$ cat src/rtl/sha_w_sched_ctrl_pkg.sv
// Shared constants and FSM encoding for the SHA-256 message schedule controller.
package sha_w_sched_ctrl_pkg;

    localparam int unsigned WORD_S_DEF = 32;
    localparam int unsigned ROUNDS_DEF = 64;
    localparam int unsigned W_BLKCNT   = 16;
    localparam int unsigned IDX_W      = 6;

    typedef enum logic [1:0] {
        ST_IDLE = 2'd0,
        ST_RUN  = 2'd1,
        ST_DONE = 2'd2
    } state_t;

endpackage

$ cat src/rtl/sha_w_window.sv
// 16-word sliding message window with the W_t expansion adder.
// win[0] holds the word of the current round, win[k] the word k rounds ahead.
module sha_w_window
    import sha_w_sched_ctrl_pkg::*;
#(
    parameter int unsigned WORD_S = WORD_S_DEF
) (
    input  logic                         clk,
    input  logic                         load,
    input  logic                         shift,
    input  logic [W_BLKCNT*WORD_S-1:0]   block,
    output logic [WORD_S-1:0]            w_next
);

    logic [WORD_S-1:0] win [W_BLKCNT];
    logic [WORD_S-1:0] w_new;

    function automatic logic [WORD_S-1:0] rotr(input logic [WORD_S-1:0] x, input int unsigned n);
        return (x >> n) | (x << (WORD_S - n));
    endfunction

    function automatic logic [WORD_S-1:0] sig0(input logic [WORD_S-1:0] x);
        return rotr(x, 7) ^ rotr(x, 18) ^ (x >> 3);
    endfunction

    function automatic logic [WORD_S-1:0] sig1(input logic [WORD_S-1:0] x);
        return rotr(x, 17) ^ rotr(x, 19) ^ (x >> 10);
    endfunction

    // New word W[t+16] built only from registered window contents
    always_comb begin
        w_new = sig1(win[14]) + win[9] + sig0(win[1]) + win[0];
    end

    // Load a fresh block or slide the window by one round
    always_ff @(posedge clk) begin
        if (load) begin
            for (int unsigned i = 0; i < W_BLKCNT; i++) begin
                win[i] <= block[(W_BLKCNT - i) * WORD_S - 1 -: WORD_S];
            end
        end else if (shift) begin
            for (int unsigned i = 0; i < W_BLKCNT - 1; i++) begin
                win[i] <= win[i + 1];
            end
            win[W_BLKCNT - 1] <= w_new;
        end
    end

    assign w_next = win[1];

endmodule

$ cat src/rtl/sha_w_sched_ctrl.sv
// SHA-256 message schedule controller: round counter, FSM and registered W_t stream.
module sha_w_sched_ctrl
    import sha_w_sched_ctrl_pkg::*;
#(
    parameter int unsigned WORD_S = WORD_S_DEF,
    parameter int unsigned ROUNDS = ROUNDS_DEF
) (
    input  logic                         clk,
    input  logic                         reset,
    input  logic                         start,
    input  logic [W_BLKCNT*WORD_S-1:0]   block_in,
    input  logic                         hold,
    input  logic                         abort,
    output logic                         ready,
    output logic                         w_valid,
    output logic [WORD_S-1:0]            w_out,
    output logic [IDX_W-1:0]             round_idx,
    output logic                         first,
    output logic                         last,
    output logic                         done
);

    localparam logic [IDX_W-1:0] LAST_IDX = IDX_W'(ROUNDS - 1);

    state_t            state;
    logic              load;
    logic              shift;
    logic [WORD_S-1:0] w_next;

    // Window enables: capture on accepted start, slide on every advancing RUN cycle
    assign load  = (state == ST_IDLE) && start && !reset;
    assign shift = (state == ST_RUN) && !hold && !abort && !reset;

    sha_w_window #(
        .WORD_S (WORD_S)
    ) u_window (
        .clk    (clk),
        .load   (load),
        .shift  (shift),
        .block  (block_in),
        .w_next (w_next)
    );

    // FSM, round counter and all registered outputs
    always_ff @(posedge clk) begin
        if (reset) begin
            state     <= ST_IDLE;
            ready     <= 1'b1;
            w_valid   <= 1'b0;
            w_out     <= '0;
            round_idx <= '0;
            first     <= 1'b0;
            last      <= 1'b0;
            done      <= 1'b0;
        end else begin
            done <= 1'b0;
            case (state)
                ST_IDLE: begin
                    if (start) begin
                        state     <= ST_RUN;
                        ready     <= 1'b0;
                        w_valid   <= 1'b1;
                        first     <= 1'b1;
                        last      <= (LAST_IDX == IDX_W'(0));
                        round_idx <= '0;
                        w_out     <= block_in[W_BLKCNT*WORD_S-1 -: WORD_S];
                    end
                end
                ST_RUN: begin
                    if (abort) begin
                        state     <= ST_IDLE;
                        ready     <= 1'b1;
                        w_valid   <= 1'b0;
                        first     <= 1'b0;
                        last      <= 1'b0;
                        round_idx <= '0;
                        w_out     <= '0;
                    end else if (!hold) begin
                        if (round_idx == LAST_IDX) begin
                            state     <= ST_DONE;
                            done      <= 1'b1;
                            w_valid   <= 1'b0;
                            first     <= 1'b0;
                            last      <= 1'b0;
                            round_idx <= '0;
                            w_out     <= '0;
                        end else begin
                            round_idx <= round_idx + IDX_W'(1);
                            first     <= 1'b0;
                            last      <= ((round_idx + IDX_W'(1)) == LAST_IDX);
                            w_out     <= w_next;
                        end
                    end
                end
                ST_DONE: begin
                    state <= ST_IDLE;
                    ready <= 1'b1;
                end
                default: begin
                    state     <= ST_IDLE;
                    ready     <= 1'b1;
                    w_valid   <= 1'b0;
                    first     <= 1'b0;
                    last      <= 1'b0;
                    round_idx <= '0;
                    w_out     <= '0;
                end
            endcase
        end
    end

endmodule
$ cat config.mk
export PLATFORM = sky130hd
export DESIGN_NAME = sha_w_sched_ctrl
export DESIGN_NICKNAME = d
export VERILOG_FILES = /design/src/rtl/sha_w_sched_ctrl_pkg.sv /design/src/rtl/sha_w_window.sv /design/src/rtl/sha_w_sched_ctrl.sv
export SDC_FILE = /design/constraint.sdc
export NUM_CORES = 1
export LEC_CHECK = 0
export ABC_AREA = 1
export CAP_MARGIN = 25
export CORE_MARGIN = 4
export CORE_UTILIZATION = 53
export DETAILED_ROUTE_END_ITERATION = 12
export GPL_TIMING_DRIVEN = 1
export PLACE_DENSITY_LB_ADDON = 0.2
export SYNTH_ARGS = -nofsm -noshare
export SYNTH_HDL_FRONTEND = slang
export SYNTH_SLANG_ARGS = --single-unit
$ cat constraint.sdc
create_clock -name clk -period 20.6 [get_ports clk]
set_clock_uncertainty 0.15 [all_clocks]
set_input_delay 3.09 -clock clk [delete_from_list [all_inputs] [get_ports clk]]
set_output_delay 3.09 -clock clk [all_outputs]
set_load 0.02 [all_outputs]
==> results of run 1 <==
path summary, 6_finish.rpt:
check | slack (ps) | startpoint | depth (start not counted) | endpoint
setup / recovery | 13390 | start | 13 | u_window.win[3][10]$_DFFE_PP_
hold / removal | 320 | w_out[11]$_SDFFE_PP0P_ | 2 | w_out[11]$_SDFFE_PP0P_
setup reg to reg | 15350 | state[0]$_SDFFE_PP0P_ | 13 | u_window.win[3][10]$_DFFE_PP_
hold reg to reg | 320 | w_out[11]$_SDFFE_PP0P_ | 2 | w_out[11]$_SDFFE_PP0P_
flip-flops by register name (all words and copies together) (netlist names):
signal        flops
first             1
w_valid           1
w_out            32
done              1
last              1
ready             1
u_window.win    512
state             2
round_idx         6
cells by family (layout without fill, tap and decap cells):
logic type	count (synthesis)	count (layout)	share of synthesized area (%)
DFF	557	557	56.6
xor gates and xnor gates	137	137	4.17
and+or+nand+nor	1017	1017	13.7
AOI/OAI and AO/OA	149	149	2.71
other	0	13	0
adders and majority gates	95	95	5.75
buffers and inverters	423	1001	5.83
muxes	287	287	11.2
worst min-delay path: stages (launching register included):
cell	delay, ps
dfxtp_1	310
nand2_1	60
a21oi_1	50
cells in the final DEF (no fill, tap or decap), types with 15 or more instances in the layout:
| master | count |
|---|---|
| clkinv_2 | 15 |
| clkdlybuf4s50_1 | 559 |
| edfxtp_1 | 512 |
| nor2_1 | 49 |
| o21ai_0 | 79 |
| fa_1 | 62 |
| clkbuf_16 | 56 |
| a21oi_1 | 58 |
| dfxtp_1 | 45 |
| ha_1 | 33 |
| nand2_1 | 901 |
| xnor2_1 | 86 |
| inv_1 | 317 |
| xor2_1 | 51 |
| nand3_1 | 43 |
| mux2_2 | 287 |
through the flow:
stage / power [mW] / utilization (%)
after floorplan: 2.47 / -
after global placement: 2.99 / 64.8
final: 4.02 / 68.4
after CTS: 4.01 / 68.2
after detailed placement: 3.00 / 64.9
after global routing: 4.26 / 68.4
final cells by class:
| type | instances | area share [%] |
|---|---|---|
| inverter | 321 | 3.28 |
| tap | 696 | 2.36 |
| multi-input combinational | 1685 | 29.4 |
| clock inverter | 36 | 0.931 |
| clock buffer | 67 | 3.92 |
| timing repair buffer | 577 | 15.9 |
| sequential | 557 | 44.2 |
| antenna | 13 | 0.0883 |
power groups by stage:
stage	Combinational, mW	Clock, mW	Sequential (mW)
after floorplan	0.958	0	1.51
after global placement	1.50	0	1.49
after global routing	1.73	1.06	1.47
final	1.55	1.01	1.47
after detailed placement	1.51	0	1.49
after CTS	1.53	1.02	1.47
layer usage:
metal,vias up,routed length (um)
met4,14,3160
met1,10100,37200
met2,964,44800
li1,9790,-
met3,160,7800
met5,-,90
==> flow_metrics.py, run 1 <==
metrics = {
    "run_status": {
        "status": "complete, no violations",
    },
    "setup_path": {
        "crit_top_cell": "buf_4",
        "slowest_stage": "buf_4",
        "worst_setup_path_start_kind": "input pin",
        "max_stage_delay_ps": 820,
        "path_max_fanout": 80,
        "critical_path_buf_inv_count": 10,
        "worstPathRequired_ps": 20690,
        "crit_arrival_ps": 7310,
        "path_delay_family": "buffers and inverters",
        "crit_chain": "clkdlybuf4s50_1, inv_1, nor2_1, inv_2, nor2_4, buf_4, inv_4, nand2_4, buf_4, buf_16, buf_4, buf_16, buf_4",
        "path_class": "input pin to flop",
        "crit_path_end_kind": "flop",
    },
    "sta": {
        "drv_slew": 0,
        "worst_slack_ps": 13390,
        "report.final.hold_viol_count": 0,
        "relSlewSlack_pct": 28.4,
        "holdWs_ps": 317,
        "fmax_ghz": 0.139,
        "tns_ps": 0,
        "post-route-period-util_pct": 35.0,
        "rsz0062_at_grt": "false",
        "setup-violations-final": 0,
        "worst_pin_slew_ps": 1070,
        "finalCriticalPeriod_ps": 7210,
    },
    "cts": {
        "cts_sinks": 557,
        "numCtsBuffers": 56,
        "cts_resized": 0,
        "root_buffer": "clkbuf_16",
        "cts_tree": "done",
        "cts_buffer_depth": 3,
        "cts_max_level": 2,
        "postCtsHoldBufs": 0,
        "clk_latency_ps": 630,
        "post_cts_buffers": 0,
        "path_clk_slew_ps": 60,
    },
    "global_routing": {
        "grt_pass1_wl_um": 132000,
        "use_met3_pct": 5.68,
        "antenna_found_initial": 20,
        "grt-ovfl-total": 0,
        "met2_usage_pct": 52.1,
        "grt_busiest_layer": "met2",
        "grt_usage_pct": 31.2,
        "use_met1_pct": 41.6,
        "grt_max_degree": 174,
        "grt_pass1_vias": 21000,
    },
    "logic_synthesis": {
        "synthTopCellsByArea": "edfxtp_1, nand2_1, mux2_2",
        "synth_cells": 2665,
        "ys_ff_latch": 557,
        "synth_area_um2": 28800,
        "synth_fp_nets": 3277,
        "synth_cell_types": 35,
        "yosys.area.top_type": "edfxtp_1",
        "syn_avg_cell_area_um2": 10.8,
        "synth_most_common_cell": "nand2_1",
        "async_flop_share_pct": 0,
        "ys.flop_type": "edfxtp_1",
        "ys.warnings.count": 0,
        "synth_top_cell_area_share_pct": 53.5,
        "synth_edf_count": 512,
        "ys_seq_area_share_pct": 56.6,
        "synthTopCellsByCount": "nand2_1, edfxtp_1, inv_1, mux2_2, xnor2_1",
    },
    "routing": {
        "drt-initial-drc-count": 2100,
        "vias_per_cell": 5.32,
        "antenna_left": 0,
        "first_pass_iters": 5,
        "route.detailed.drc": 0,
        "via_count": 21000,
        "wire_per_inst_um": 23.6,
        "finalWirelength_um": 93100,
    },
    "power_and_ir_drop": {
        "p_sw_share_pct": 37.1,
        "combPwrFrac_pct": 38.5,
        "p_sw_mw": 1.49,
        "max-vdd-ir-drop_v": 0.0000761,
        "power.leakage_nw": 15.2,
        "p_clk_share_pct": 25.0,
        "p_per_area_nw_per_um2": 109,
        "p_int_mw": 2.53,
        "sequentialPowerShare_pct": 36.5,
    },
    "placed_design": {
        "io_buffers": 559,
        "gp_congestion": 0.914,
        "dp_slack_ps": 11160,
        "hpwl_um": 71900,
        "place_inst": 3832,
        "place_area_um2": 34900,
    },
    "floorplan": {
        "die-area_um2": 58000,
        "die_w_um": 241,
        "top_level_ports": 560,
        "num_rows": 85,
        "initial_utilization_pct": 53.4,
        "chipHeight_um": 241,
        "core-area_um2": 53800,
    },
    "layout": {
        "register_area_um2": 16300,
        "multi_input_area_um2": 10800,
        "stdcell_area_um2": 36800,
        "syn_to_final_growth_pct": 28.1,
        "fin_cells": 3952,
        "fill_cells": 4119,
        "final_layout_size_suffix_gt1_share_pct": 12.3,
        "layout.nets": 3810,
    },
    "job": {
        "drv_cap": 0,
    },
    "hold_path": {
        "hold_class": "flop to flop",
    },
}
No activity file was read; power rests on OpenSTA's default activity.
==> run 2: changes to the inputs <==
==> constraint.sdc (replaced) <==
create_clock -name clk -period 6.65 [get_ports clk]
set_clock_uncertainty 0.15 [all_clocks]
set_input_delay 0.9975 -clock clk [delete_from_list [all_inputs] [get_ports clk]]
set_output_delay 0.9975 -clock clk [all_outputs]
set_load 0.02 [all_outputs]
==> flow_metrics.py, run 2 (same netlist as run 1, synthesis figures left out) <==
metrics = {
    "run_status": {
        "status": "complete, no violations",
    },
    "cts": {
        "cts_sinks": 557,
        "numCtsBuffers": 56,
        "cts_resized": 0,
        "post_cts_buffers": 0,
        "clk_latency_ps": 640,
        "cts_max_level": 2,
        "path_clk_slew_ps": 60,
        "postCtsHoldBufs": 0,
        "cts_tree": "done",
        "root_buffer": "clkbuf_16",
        "cts_buffer_depth": 3,
    },
    "sta": {
        "report.final.hold_viol_count": 0,
        "drv_slew": 0,
        "relSlewSlack_pct": 28.5,
        "setup-violations-final": 0,
        "worst_pin_slew_ps": 1070,
        "worst_slack_ps": 2130,
        "rsz0062_at_grt": "false",
        "post-route-period-util_pct": 67.9,
        "tns_ps": 0,
        "finalCriticalPeriod_ps": 4520,
        "fmax_ghz": 0.221,
    },
    "job": {
        "drv_cap": 0,
    },
    "setup_path": {
        "crit_top_cell": "nand3_1",
        "slowest_stage": "edfxtp_1",
        "path_max_fanout": 4,
        "crit_chain": "xnor2_1, xnor2_1, fa_1, inv_1, fa_1, inv_1, ha_1, inv_1, fa_1, inv_1, nand3_1, nand3_1, nand3_1, nand3_1, nand2_1, nand2_1, nand2_1, nand3_1, nand2_1",
        "crit_arrival_ps": 4740,
        "worst_setup_path_start_kind": "flop",
        "reg2reg_from": "u_window.win[3][84]$_DFFE_PP_",
        "worstReg2RegEnd": "u_window.win[3][125]$_DFFE_PP_",
        "max_stage_delay_ps": 600,
        "path_class": "flop to flop",
        "r2r_cells": 19,
        "crit_path_end_kind": "flop",
        "worstPathRequired_ps": 6880,
        "r2r_slack_ps": 2130,
    },
    "floorplan": {
        "die_w_um": 241,
        "die-area_um2": 58000,
        "core-area_um2": 53800,
        "top_level_ports": 560,
        "initial_utilization_pct": 53.4,
        "chipHeight_um": 241,
        "num_rows": 85,
    },
    "hold_path": {
        "min_from": "w_out[23]$_SDFFE_PP0P_",
        "hold_class": "flop to flop",
        "hold_end": "w_out[23]$_SDFFE_PP0P_",
        "holdPathStages": 2,
    },
    "layout": {
        "top_regs": "u_window.win: 512 flops, w_out: 32 flops, round_idx: 6 flops",
        "mostFrequentLayoutCells": "nand2_1, clkdlybuf4s50_1, edfxtp_1",
        "layout.nets": 3803,
        "syn_to_final_growth_pct": 27.8,
        "final_common_cell": "nand2_1",
        "largest_register": "u_window.win",
        "fill_cells": 4057,
        "largest_reg_flops": 512,
        "final_layout_size_suffix_gt1_share_pct": 12.1,
    },
    "global_routing": {
        "grt-ovfl-total": 0,
        "grt_pass1_wl_um": 134000,
        "grt_usage_pct": 31.8,
        "grt_max_degree": 205,
        "antenna_found_initial": 15,
        "grt_pass1_vias": 20800,
    },
    "routing": {
        "via_count": 21100,
        "route.detailed.drc": 0,
        "drt-initial-drc-count": 2287,
        "wire_per_inst_um": 24.0,
        "finalWirelength_um": 94600,
        "first_pass_iters": 5,
        "antenna_left": 0,
        "vias_per_cell": 5.36,
    },
    "power_and_ir_drop": {
        "p_per_area_nw_per_um2": 340,
        "max-vdd-ir-drop_v": 0.000272,
        "power.leakage_nw": 15.1,
    },
    "placed_design": {
        "io_buffers": 559,
        "hpwl_um": 72300,
        "dp_slack_ps": 1880,
        "gp_congestion": 0.929,
    },
}
run 2: changes by cell type in the layout (fill, tap and decap cells not counted), moves of 2 or more:
| cell | previous run | this run |
|---|---|---|
| clkinv_2 | 15 | 10 |
| buf_4 | 12 | 5 |
| diode_2 | 13 | 9 |
| clkinv_1 | 11 | 13 |
| buf_16 | 5 | 0 |
| clkinvlp_4 | 0 | 2 |
| buf_12 | 1 | 6 |
run 2: critical path, delay by kind of cell, from the launching register on:
kind          cells  cell delay, ps
xor+xnor          2             570
buf+inv           4             350
flops             1             600
simple gates      9             990
fa+ha+maj         4            1590
run 2: layer usage:
metal | vias up | routed length, um | track usage, %
met5 | - | 87 | 0
met4 | 14 | 3130 | 9.81
met3 | 168 | 8190 | 5.59
met2 | 1067 | 46200 | 53.9
met1 | 10100 | 36900 | 42.3
li1 | 9785 | - | -
run 2: how the worst max path moves through the flow:
stage | startpoint | end | cells past startpoint
detailed placement | start | u_window.win[3][99]$_DFFE_PP_ | 8
finish | u_window.win[3][84]$_DFFE_PP_ | u_window.win[3][125]$_DFFE_PP_ | 19
CTS | u_window.win[3][84]$_DFFE_PP_ | u_window.win[3][125]$_DFFE_PP_ | 19
global route | u_window.win[0][36]$_DFFE_PP_ | u_window.win[3][125]$_DFFE_PP_ | 20
global placement | start | u_window.win[3][99]$_DFFE_PP_ | 8
floorplan | start | u_window.win[0][0]$_DFFE_PP_ | 8
run 2: stage by stage:
stage / total power [mW] / utilization, % / area, um^2 / std cells / hold slack, ps
finish: 12.5 / 68.3 / 36800 / 3941 / 317
global route: 13.2 / 68.3 / 36800 / 3941 / 326
CTS: 12.5 / 68.3 / 36700 / 3932 / 315
detailed placement: 9.34 / 64.9 / 34900 / 3829 / 305
global placement: 9.30 / 64.9 / 34900 / 3829 / 302
floorplan: 7.55 / - / 28800 / 2665 / 337
run 2: cell type report:
class                   instances  area [um^2]  share of cell area (%)
diodes                          9         22.5                  0.0613
multi-input cells            1685        10800                    29.5
well taps                     696          871                    2.37
flip-flops and latches        557        16300                    44.3
inverters                     321         1210                    3.29
repair buffers                570         5750                    15.7
clock buffers                  68         1450                    3.94
clock inverters                35          350                   0.953
run 2: power by group:
part | total [mW] | switching, mW | leakage (nW) | internal [mW]
Clock | 3.14 | 1.39 | 0.873 | 1.75
Sequential | 4.56 | 0.218 | 5.14 | 4.35
Combinational | 4.79 | 3.05 | 9.09 | 1.74
